===== config.mk =====
export PLATFORM = sky130hd
export DESIGN_NAME = macc_drain
export DESIGN_NICKNAME = d
export VERILOG_FILES = /design/src/rtl/macc_drain.sv
export SDC_FILE = /design/constraint.sdc
export NUM_CORES = 1
export LEC_CHECK = 0
export CAP_MARGIN = 20
export CELL_PAD_IN_SITES_DETAIL_PLACEMENT = 1
export CELL_PAD_IN_SITES_GLOBAL_PLACEMENT = 1
export CORE_MARGIN = 4
export CORE_UTILIZATION = 39
export DETAILED_ROUTE_END_ITERATION = 10
export PLACE_DENSITY_LB_ADDON = 0.1
export SYNTH_ARGS = -nofsm -noshare
export SYNTH_HDL_FRONTEND = slang
export SYNTH_SLANG_ARGS = --single-unit

===== constraint.sdc =====
create_clock -name clk -period 18.6 [get_ports clk]
set_clock_uncertainty 0.05 [all_clocks]
set_input_delay 1.86 -clock clk [delete_from_list [all_inputs] [get_ports clk]]
set_output_delay 1.86 -clock clk [all_outputs]
set_load 0.1 [all_outputs]

===== src/rtl/macc_drain.sv =====
// Snapshots the MACC array result bus, requantizes each lane from accumulator Q format to
// activation Q format (round-half-up, saturating) and streams lanes out one per valid/ready beat.
module macc_drain #(
    parameter  int NUM_PE = 16,
    parameter  int ACC_QM = 16,
    parameter  int ACC_QN = 16,
    parameter  int ACT_QM = 8,
    parameter  int ACT_QN = 8,
    localparam int ACC_BW = ACC_QM + ACC_QN,
    localparam int ACT_BW = ACT_QM + ACT_QN,
    localparam int IDX_BW = $clog2(NUM_PE + 1),
    localparam int SHIFT  = ACC_QN - ACT_QN
) (
    input  logic                           clk,
    input  logic                           rst,
    input  logic                           cap_valid,
    output logic                           cap_ready,
    input  logic [1:0]                     cap_mode,
    input  logic [NUM_PE:0][ACC_BW-1:0]    din_acc,
    output logic                           dout_valid,
    input  logic                           dout_ready,
    output logic [ACT_BW-1:0]              dout_data,
    output logic [IDX_BW-1:0]              dout_idx,
    output logic                           dout_sat,
    output logic                           dout_last
);

    localparam logic [0:0] IDLE  = 1'b0;
    localparam logic [0:0] DRAIN = 1'b1;

    localparam logic [IDX_BW-1:0] ACC_IDX = IDX_BW'(NUM_PE);
    localparam logic [IDX_BW-1:0] LAST_PE = IDX_BW'(NUM_PE - 1);

    // Half an output LSB in accumulator units; collapses to zero when no shift is needed.
    localparam logic signed [ACC_BW:0] RND     = ((ACC_BW+1)'(1) << SHIFT) >> 1;
    localparam logic signed [ACC_BW:0] SAT_MAX = ((ACC_BW+1)'(1) << (ACT_BW - 1)) - (ACC_BW+1)'(1);
    localparam logic signed [ACC_BW:0] SAT_MIN = ~SAT_MAX;

    // Returns {sat, data}; one extra bit of headroom keeps the rounding add from wrapping.
    function automatic logic [ACT_BW:0] requant(input logic [ACC_BW-1:0] lane);
        logic signed [ACC_BW:0] ext;
        logic signed [ACC_BW:0] rq;
        ext = $signed({lane[ACC_BW-1], lane});
        rq  = (ext + RND) >>> SHIFT;
        if (rq > SAT_MAX) begin
            requant = {1'b1, SAT_MAX[ACT_BW-1:0]};
        end else if (rq < SAT_MIN) begin
            requant = {1'b1, SAT_MIN[ACT_BW-1:0]};
        end else begin
            requant = {1'b0, rq[ACT_BW-1:0]};
        end
    endfunction

    logic [0:0]                    state_r;
    logic [IDX_BW-1:0]             end_idx_r;
    logic [NUM_PE:0][ACC_BW-1:0]   buf_r;

    logic                          cap_fire_s;
    logic                          adv_s;
    logic [IDX_BW-1:0]             start_idx_s;
    logic [IDX_BW-1:0]             end_idx_s;
    logic [IDX_BW-1:0]             nxt_idx_s;
    logic [ACC_BW-1:0]             nxt_lane_s;
    logic [ACT_BW:0]               rq_s;

    assign adv_s      = dout_valid & dout_ready;
    assign cap_ready  = (state_r == IDLE) | ((state_r == DRAIN) & adv_s & dout_last);
    assign cap_fire_s = cap_valid & cap_ready;

    // Mode decode and selection of the lane feeding the next output beat.
    always_comb begin
        start_idx_s = '0;
        end_idx_s   = ACC_IDX;
        nxt_idx_s   = dout_idx;
        nxt_lane_s  = buf_r[ACC_IDX];
        if (cap_mode == 2'b10) begin
            start_idx_s = ACC_IDX;
        end else begin
            start_idx_s = '0;
        end
        if (cap_mode == 2'b01) begin
            end_idx_s = LAST_PE;
        end else begin
            end_idx_s = ACC_IDX;
        end
        if (cap_fire_s) begin
            nxt_idx_s  = start_idx_s;
            nxt_lane_s = din_acc[start_idx_s];
        end else if (dout_idx < ACC_IDX) begin
            nxt_idx_s  = dout_idx + IDX_BW'(1);
            nxt_lane_s = buf_r[nxt_idx_s];
        end else begin
            nxt_idx_s  = ACC_IDX;
            nxt_lane_s = buf_r[ACC_IDX];
        end
    end

    assign rq_s = requant(nxt_lane_s);

    // Snapshot buffer; only written on an accepted capture, so pending beats are never disturbed.
    always_ff @(posedge clk) begin
        if (cap_fire_s) begin
            buf_r <= din_acc;
        end
    end

    // Control FSM and registered output beat.
    always_ff @(posedge clk) begin
        if (rst) begin
            state_r    <= IDLE;
            end_idx_r  <= ACC_IDX;
            dout_valid <= 1'b0;
            dout_data  <= '0;
            dout_idx   <= '0;
            dout_sat   <= 1'b0;
            dout_last  <= 1'b0;
        end else if (cap_fire_s) begin
            state_r    <= DRAIN;
            end_idx_r  <= end_idx_s;
            dout_valid <= 1'b1;
            dout_data  <= rq_s[ACT_BW-1:0];
            dout_idx   <= nxt_idx_s;
            dout_sat   <= rq_s[ACT_BW];
            dout_last  <= (nxt_idx_s == end_idx_s);
        end else if (adv_s && dout_last) begin
            state_r    <= IDLE;
            dout_valid <= 1'b0;
            dout_data  <= '0;
            dout_idx   <= '0;
            dout_sat   <= 1'b0;
            dout_last  <= 1'b0;
        end else if (adv_s) begin
            dout_data  <= rq_s[ACT_BW-1:0];
            dout_idx   <= nxt_idx_s;
            dout_sat   <= rq_s[ACT_BW];
            dout_last  <= (nxt_idx_s == end_idx_r);
        end
    end

endmodule

# Word-level counts from Yosys, hierarchy flattened
# Cells that the tools add are included.
# op_classes
mux	26
eq_ne	4
reduce_logical	3
n_lt_le_gt_ge	5
add_sub_neg	2
n_bitwise	6
# op_table
operator	n
binary-select mux 32 bit (select 5 bit)	2
2-to-1 mux 32 bit	4
2-to-1 mux 16 bit	3
2-to-1 mux 5 bit	7
2-to-1 mux 17 bit	2
adder 32 x 9 -> 33 bit, second input constant	1
greater-than comparator 25 x 16 -> 1 bit, second input constant	1
< comparator 25 x 16 -> 1 bit, second input constant	1
< comparator 5 x 6 -> 1 bit, second input constant	2
== test 5 bit	2
2-to-1 mux 1 bit	8
adder 5 x 1 -> 5 bit, second input constant	1
< comparator 5 bit, second input constant	1
AND 1 bit	4
nonzero test 3 bit	1
== test 2 x 1 -> 1 bit, second input constant	1
== test 2 bit, second input constant	1
nonzero test 2 bit	1
logical AND 1 bit	1
inverter 1 bit	1
bitwise OR 1 bit	1
# totals
regBits	573
input_bits	550

# Depth between registers and ports, before layout
# depth
ltp_word	13
ltp_mapped	20

# Worst setup path before layout
# Ideal clock, no wire load.
# synth_timing
path_type	input to register
startpoint	input dout_ready
endpoint	register dout_last
stages	8
arrival_ps	15971
setup_time_ps	731
slack_ps	1848
n_path_buf	3
required_time_ps	17819
cell_sequence	a21boi_1 > inv_2 > nand2_1 > inv_2 > clkbuf_1 > clkbuf_1 > clkbuf_1 > a221oi_1
# synth_between
elab_chain_cells	10
# synth_rtl
item	line_no	rtl
start, declared	21	input logic dout_ready,
AND 1 bit (*)	66	assign adv_s = dout_valid & dout_ready;
AND 1 bit (*) (2 in series)	67	assign cap_ready = (state_r == IDLE) | ((state_r == DRAIN) & adv_s & dout_last);
bitwise OR 1 bit (*)	67	
via cap_ready	17	output logic cap_ready,
AND 1 bit (*)	68	assign cap_fire_s = cap_valid & cap_ready;
via cap_fire_s	58	logic cap_fire_s;
2-to-1 mux 5 bit	86	if (cap_fire_s) begin
== test 5 bit	136	dout_last <= (nxt_idx_s == end_idx_r);
2-to-1 mux 1 bit	132	end else if (adv_s) begin
2-to-1 mux 1 bit	125	end else if (adv_s && dout_last) begin
2-to-1 mux 1 bit	117	end else if (cap_fire_s) begin
end signal, assigned	124	dout_last <= (nxt_idx_s == end_idx_s);
end signal, assigned	136	
end, declared	25	output logic dout_last
# The timed path passes the listed nets; every way through them passes the cells marked *. The select of a mux whose other input is x is not followed.
# A chain may end at the register's enable or synchronous reset.

# Worst setup path in the final report
# layout_timing
startpoint	input dout_ready
endpoint	register dout_data[4]
# layout_between
elab_chain_cells	13
# layout_rtl
item	line_no	rtl
AND 1 bit (*)	66	
AND 1 bit (2 in series)	67	
bitwise OR 1 bit	67	
AND 1 bit	68	
2-to-1 mux 32 bit	86	
adder 32 x 9 -> 33 bit	44	rq = (ext + RND) >>> SHIFT;
< comparator 25 x 16 -> 1 bit	47	end else if (rq < SAT_MIN) begin
2-to-1 mux 17 bit	47	
2-to-1 mux 17 bit	45	if (rq > SAT_MAX) begin
2-to-1 mux 16 bit	132	
2-to-1 mux 16 bit	125	
2-to-1 mux 16 bit	117	
end signal, assigned	121	dout_data <= rq_s[ACT_BW-1:0];
end signal, assigned	133	dout_data <= rq_s[ACT_BW-1:0];
end, declared	22	output logic [ACT_BW-1:0] dout_data,
# Mark *: on every way between the ends. The rest lies on a longest branch, timed or not. The select of a mux whose other input is x is not followed.

==> results.md <==
Timing:
- At the pin with the least slew margin, the transition time is roughly 1.1 ns.
- The max-slew violation count is 0.
- Subtracting the final worst setup slack from the clock period gives a little over 7 ns.
- The highest clock frequency the design can meet is between 0.1 and 0.15 GHz.
- The final number of hold-violating endpoints was 0.
- The minimum hold slack is 0.441 ns.
- Setup repair after global routing left no endpoint under its margin.
- In the final timing run, aggregate negative setup slack is 0 ns.
- The worst slew slack as a fraction of its limit is 24.2%.
- The post-route clock period utilization is between 30% and 40%.
- Setup violations remaining at the end of the flow were counted as 0.

Power and ir drop:
- The static leakage is just over 8 nW.
- The clock share of power is 37.8%.
- Of the total power, the share spent switching nets is approximately a quarter.
- Internal power comes to roughly 1.9 mW.
- The net switching power is about 0.61 mW.
- The power density normalized to cell area is between 90 and 100 nW/µm².
- Of the total power, combinational logic draws about 14%.
- The part of the power in registers is 48.4%.
- VDD sags by at most ~0.000075 V.

Detailed routing:
- The sum of routed wire length over all layers is 55400 µm.
- The final route contains 11264 vias.
- In the final routed layout, each cell accounts on average for 26.1 µm.
- For this block, the initial DRC count from the detailed router was 710.
- The first detailed-routing pass ran for 4 iterations.
- The via-per-instance ratio is 5.30.
- The number of routed nets with antenna violations is 0.
- For this run, design rule violations remaining after detail routing come to 0.

CTS:
- The clock latency reported for the late side of the worst-skew pair is 0.59 ns.
- Clock tree synthesis found a total of approximately 450 sinks.
- Buffers inserted to repair hold after CTS numbered 0.
- The number of setup buffers added after CTS is 0.
- The number of levels in the clock H-tree is 2.
- The number of buffers between clock root and the deepest sink is 3.
- Clock-pin slew was measured on the worst setup and hold paths at 0.06 ns.
- The root buffer cell chosen for the clock tree is sky130_fd_sc_hd__clkbuf_16.
- The post-cts resize count is 0.
- TritonCTS built the clock tree.
- The number of clock buffers inserted by TritonCTS is 51.

Setup path:
- The worst setup path is launched from an input pin.
- Of all nets on the critical path, the largest fanout is 130.
- The worst register-to-register path has a setup slack of between 10 and 15 ns.
- The critical register-to-register path startpoint is dout_idx[0].
- The endpoint identified for the worst register-to-register timing path is dout_data[14].
- The cell depth of the worst flop-to-flop path is 14.
- The worst setup path is captured at a register.
- STA puts the critical path data required time at 19.08 ns.
- The most critical setup path has its endpoint at dout_data[4].
- The data arrival time of the critical path is 7.74 ns.
- In this run the worst setup path begins at dout_ready.
- The critical path in this run is classified as in2reg.

Logic synthesis:
- For this run, the number of Yosys warnings is 0.
- The register area share after synthesis is 71.2%.
- The register bit total from synthesis is ~450.
- The per-instance average area after synthesis is ~18 µm².
- In this run the cell area of the synthesized design comes to approximately 19000 µm².
- The most used flip-flop cell after synthesis is sky130_fd_sc_hd__edfxtp_1.
- The number of enable flip-flop cells after synthesis is about 430.
- The synthesized netlist net count is between 1500 and 2000.
- The share of synthesized flip-flops with an asynchronous set or reset is 0%.
- After technology mapping, the gate count stands at between 1000 and 1500.
- The count of different cell masters after synthesis is 80.

Final layout:
- The library cell used most frequently in the layout, excluding fill and tap cells, is sky130_fd_sc_hd__clkdlybuf4s50_1.
- Leaving out fill and tap cells, the most frequent cells in the layout are 455 x sky130_fd_sc_hd__clkdlybuf4s50_1, 425 x sky130_fd_sc_hd__edfxtp_1, 96 x sky130_fd_sc_hd__mux4_2.
- The layout cell share with drive strength beyond 1 is 13.9%.
- For this run, the post-layout net count is roughly 2000.
- Once layout is done, the placed cells without fillers occupy 25300 µm².
- After the flow finishes, the layout carries non-filler instances totaling ~2100.
- The growth of design area from synthesis to finish is 35.9%.

Floorplan:
- The total area inside the core boundary comes to around 47000 µm².
- The number of cell rows is 79.
- Measured along the x axis, the die boundary spans 227 µm.
- The die is between 200 and 250 µm tall.
- The die covers slightly above 50000 µm².
- During I/O placement, the number of pins put on the boundary was approximately 580.
- For this configuration, the core starts out at a cell density of approximately 40%.

Hold path:
- In this run the worst hold path is classified as reg2reg.

Placement:
- The weighted congestion reported at the end of routability-driven placement is about 0.78.
- The detailed placer's ending HPWL is 39400 µm.
- The count of buffers added on input and output ports is between 400 and 500.
- The cell area after placement is around 24000 µm².
- In this run, placement finished with an instance count of a little over 2000.

Global route:
- The first-pass GRT wire length is around 80000 µm.
- Entering global routing, the biggest net connects 131 pins.
- The number of antenna violations at the first check in global routing came to 10.
- The global-route usage over all layers is between 20% and 30%.
- The via count of the first global-routing pass is 12256.
- Global routing finished with a remaining overflow of 0.

Outcome:
- The flow ran to the end, and the final reports show no timing, DRC or antenna violations.

Run:
- Across the run, the number of max-cap violations was 0.
## layer usage
layer / GRT usage, % / wire length, µm / vias to the layer above / part of all wire, %
li1: - / - / 5108 / -
met1: 27.8 / 22700 / 5720 / 41
met2: 34.5 / 27200 / 349 / 49
met3: 6.82 / 4490 / 73 / 8.1
met4: 5.13 / 903 / 14 / 1.6
met5: 0 / 92 / - / 0.17
## cell families after synthesis
group / after synthesis / synth area share, %
and+or+nand+nor: 185 / 5.12
xor gates and xnor gates: 24 / 1.31
adders and majority gates: 3 / 0.201
muxes: 153 / 14.7
DFF: 451 / 71.2
buffers and inverters: 62 / 2.00
AOI/OAI and AO/OA: 131 / 5.44
## Yosys cell counts, types with 9 or more instances
| cell | count | area [µm²] |
|---|---|---|
| sky130_fd_sc_hd__a221o_1 | 16 | 160 |
| sky130_fd_sc_hd__a211oi_1 | 11 | 82.6 |
| sky130_fd_sc_hd__and3_1 | 11 | 68.8 |
| sky130_fd_sc_hd__clkbuf_1 | 14 | 52.6 |
| sky130_fd_sc_hd__mux4_2 | 96 | 2160 |
| sky130_fd_sc_hd__dfxtp_1 | 26 | 521 |
| sky130_fd_sc_hd__xnor2_1 | 14 | 123 |
| sky130_fd_sc_hd__nand3_1 | 20 | 100 |
| sky130_fd_sc_hd__nor2_1 | 22 | 82.6 |
| sky130_fd_sc_hd__buf_2 | 13 | 65.1 |
| sky130_fd_sc_hd__nand2_1 | 66 | 248 |
| sky130_fd_sc_hd__o21ai_1 | 10 | 50.1 |
| sky130_fd_sc_hd__edfxtp_1 | 425 | 12800 |
| sky130_fd_sc_hd__nor3_1 | 20 | 100 |
| sky130_fd_sc_hd__o21ai_0 | 13 | 65.1 |
| sky130_fd_sc_hd__mux2i_1 | 51 | 510 |
| sky130_fd_sc_hd__o2bb2ai_1 | 9 | 78.8 |
| sky130_fd_sc_hd__a21oi_1 | 20 | 100 |
| sky130_fd_sc_hd__buf_4 | 17 | 128 |
## state kept, by name (all words and copies together), names as in the netlist
| register | count |
|---|---|
| dout_data | 16 |
| dout_idx | 5 |
| dout_last | 1 |
| state_r | 1 |
| end_idx_r | 2 |
| buf_r | 425 |
| dout_sat | 1 |
## per-stage QoR
step	worst slack, ns	total power, mW	utilization, %
6_report	11.34	2.50	54.0
5_1_grt	10.82	2.60	54.0
4_1_cts	11.23	2.53	54.0
3_5_place_dp	10.62	1.58	50.7
3_3_place_gp	10.73	1.57	50.7
2_1_floorplan	1.85	1.44	-
## area by class of cell
class / instances / area, µm²
fill: 4317 / 21600
clock inverter: 19 / 154
tap: 607 / 759
multi-input combinational: 496 / 5040
antenna: 3 / 7.51
timing repair buffer: 470 / 4670
clock buffer: 69 / 1390
sequential: 451 / 13300
inverter: 9 / 41.3
## worst max-delay path, cell delays in order
cell                              delay, ns
sky130_fd_sc_hd__clkdlybuf4s50_1       0.48
sky130_fd_sc_hd__a21boi_1              0.24
sky130_fd_sc_hd__inv_2                 0.10
sky130_fd_sc_hd__nand2_2               0.58
sky130_fd_sc_hd__inv_8                 0.43
sky130_fd_sc_hd__buf_4                 0.58
sky130_fd_sc_hd__nor3_1                0.74
sky130_fd_sc_hd__and3_1                0.28
sky130_fd_sc_hd__o31ai_1               0.10
sky130_fd_sc_hd__nor4_1                0.52
sky130_fd_sc_hd__nand4_1               0.32
sky130_fd_sc_hd__o21bai_1              0.38
sky130_fd_sc_hd__nand2b_1              0.18
sky130_fd_sc_hd__a31oi_2               0.69
sky130_fd_sc_hd__a221o_1               0.21
## power by group through the flow
stage	clock network, mW	registers (mW)	logic, mW
after floorplan	0	1.31	0.130
after global placement	0	1.23	0.343
after detailed placement	0	1.23	0.348
after CTS	0.971	1.21	0.349
after global routing	1.02	1.22	0.367
final	0.944	1.21	0.344
## worst min-delay path by stage
stage | end | startpoint | cells past startpoint | slack [ns]
after global placement | dout_sat | dout_sat | 2 | 0.41
final | dout_data[12] | dout_data[12] | 1 | 0.44
after detailed placement | dout_data[14] | dout_data[14] | 1 | 0.42
after CTS | dout_sat | dout_sat | 2 | 0.44
after floorplan | end_idx_r[3] | end_idx_r[3] | 2 | 0.43
after global routing | dout_data[1] | dout_data[1] | 1 | 0.46
(Power assumes the default switching activity.)
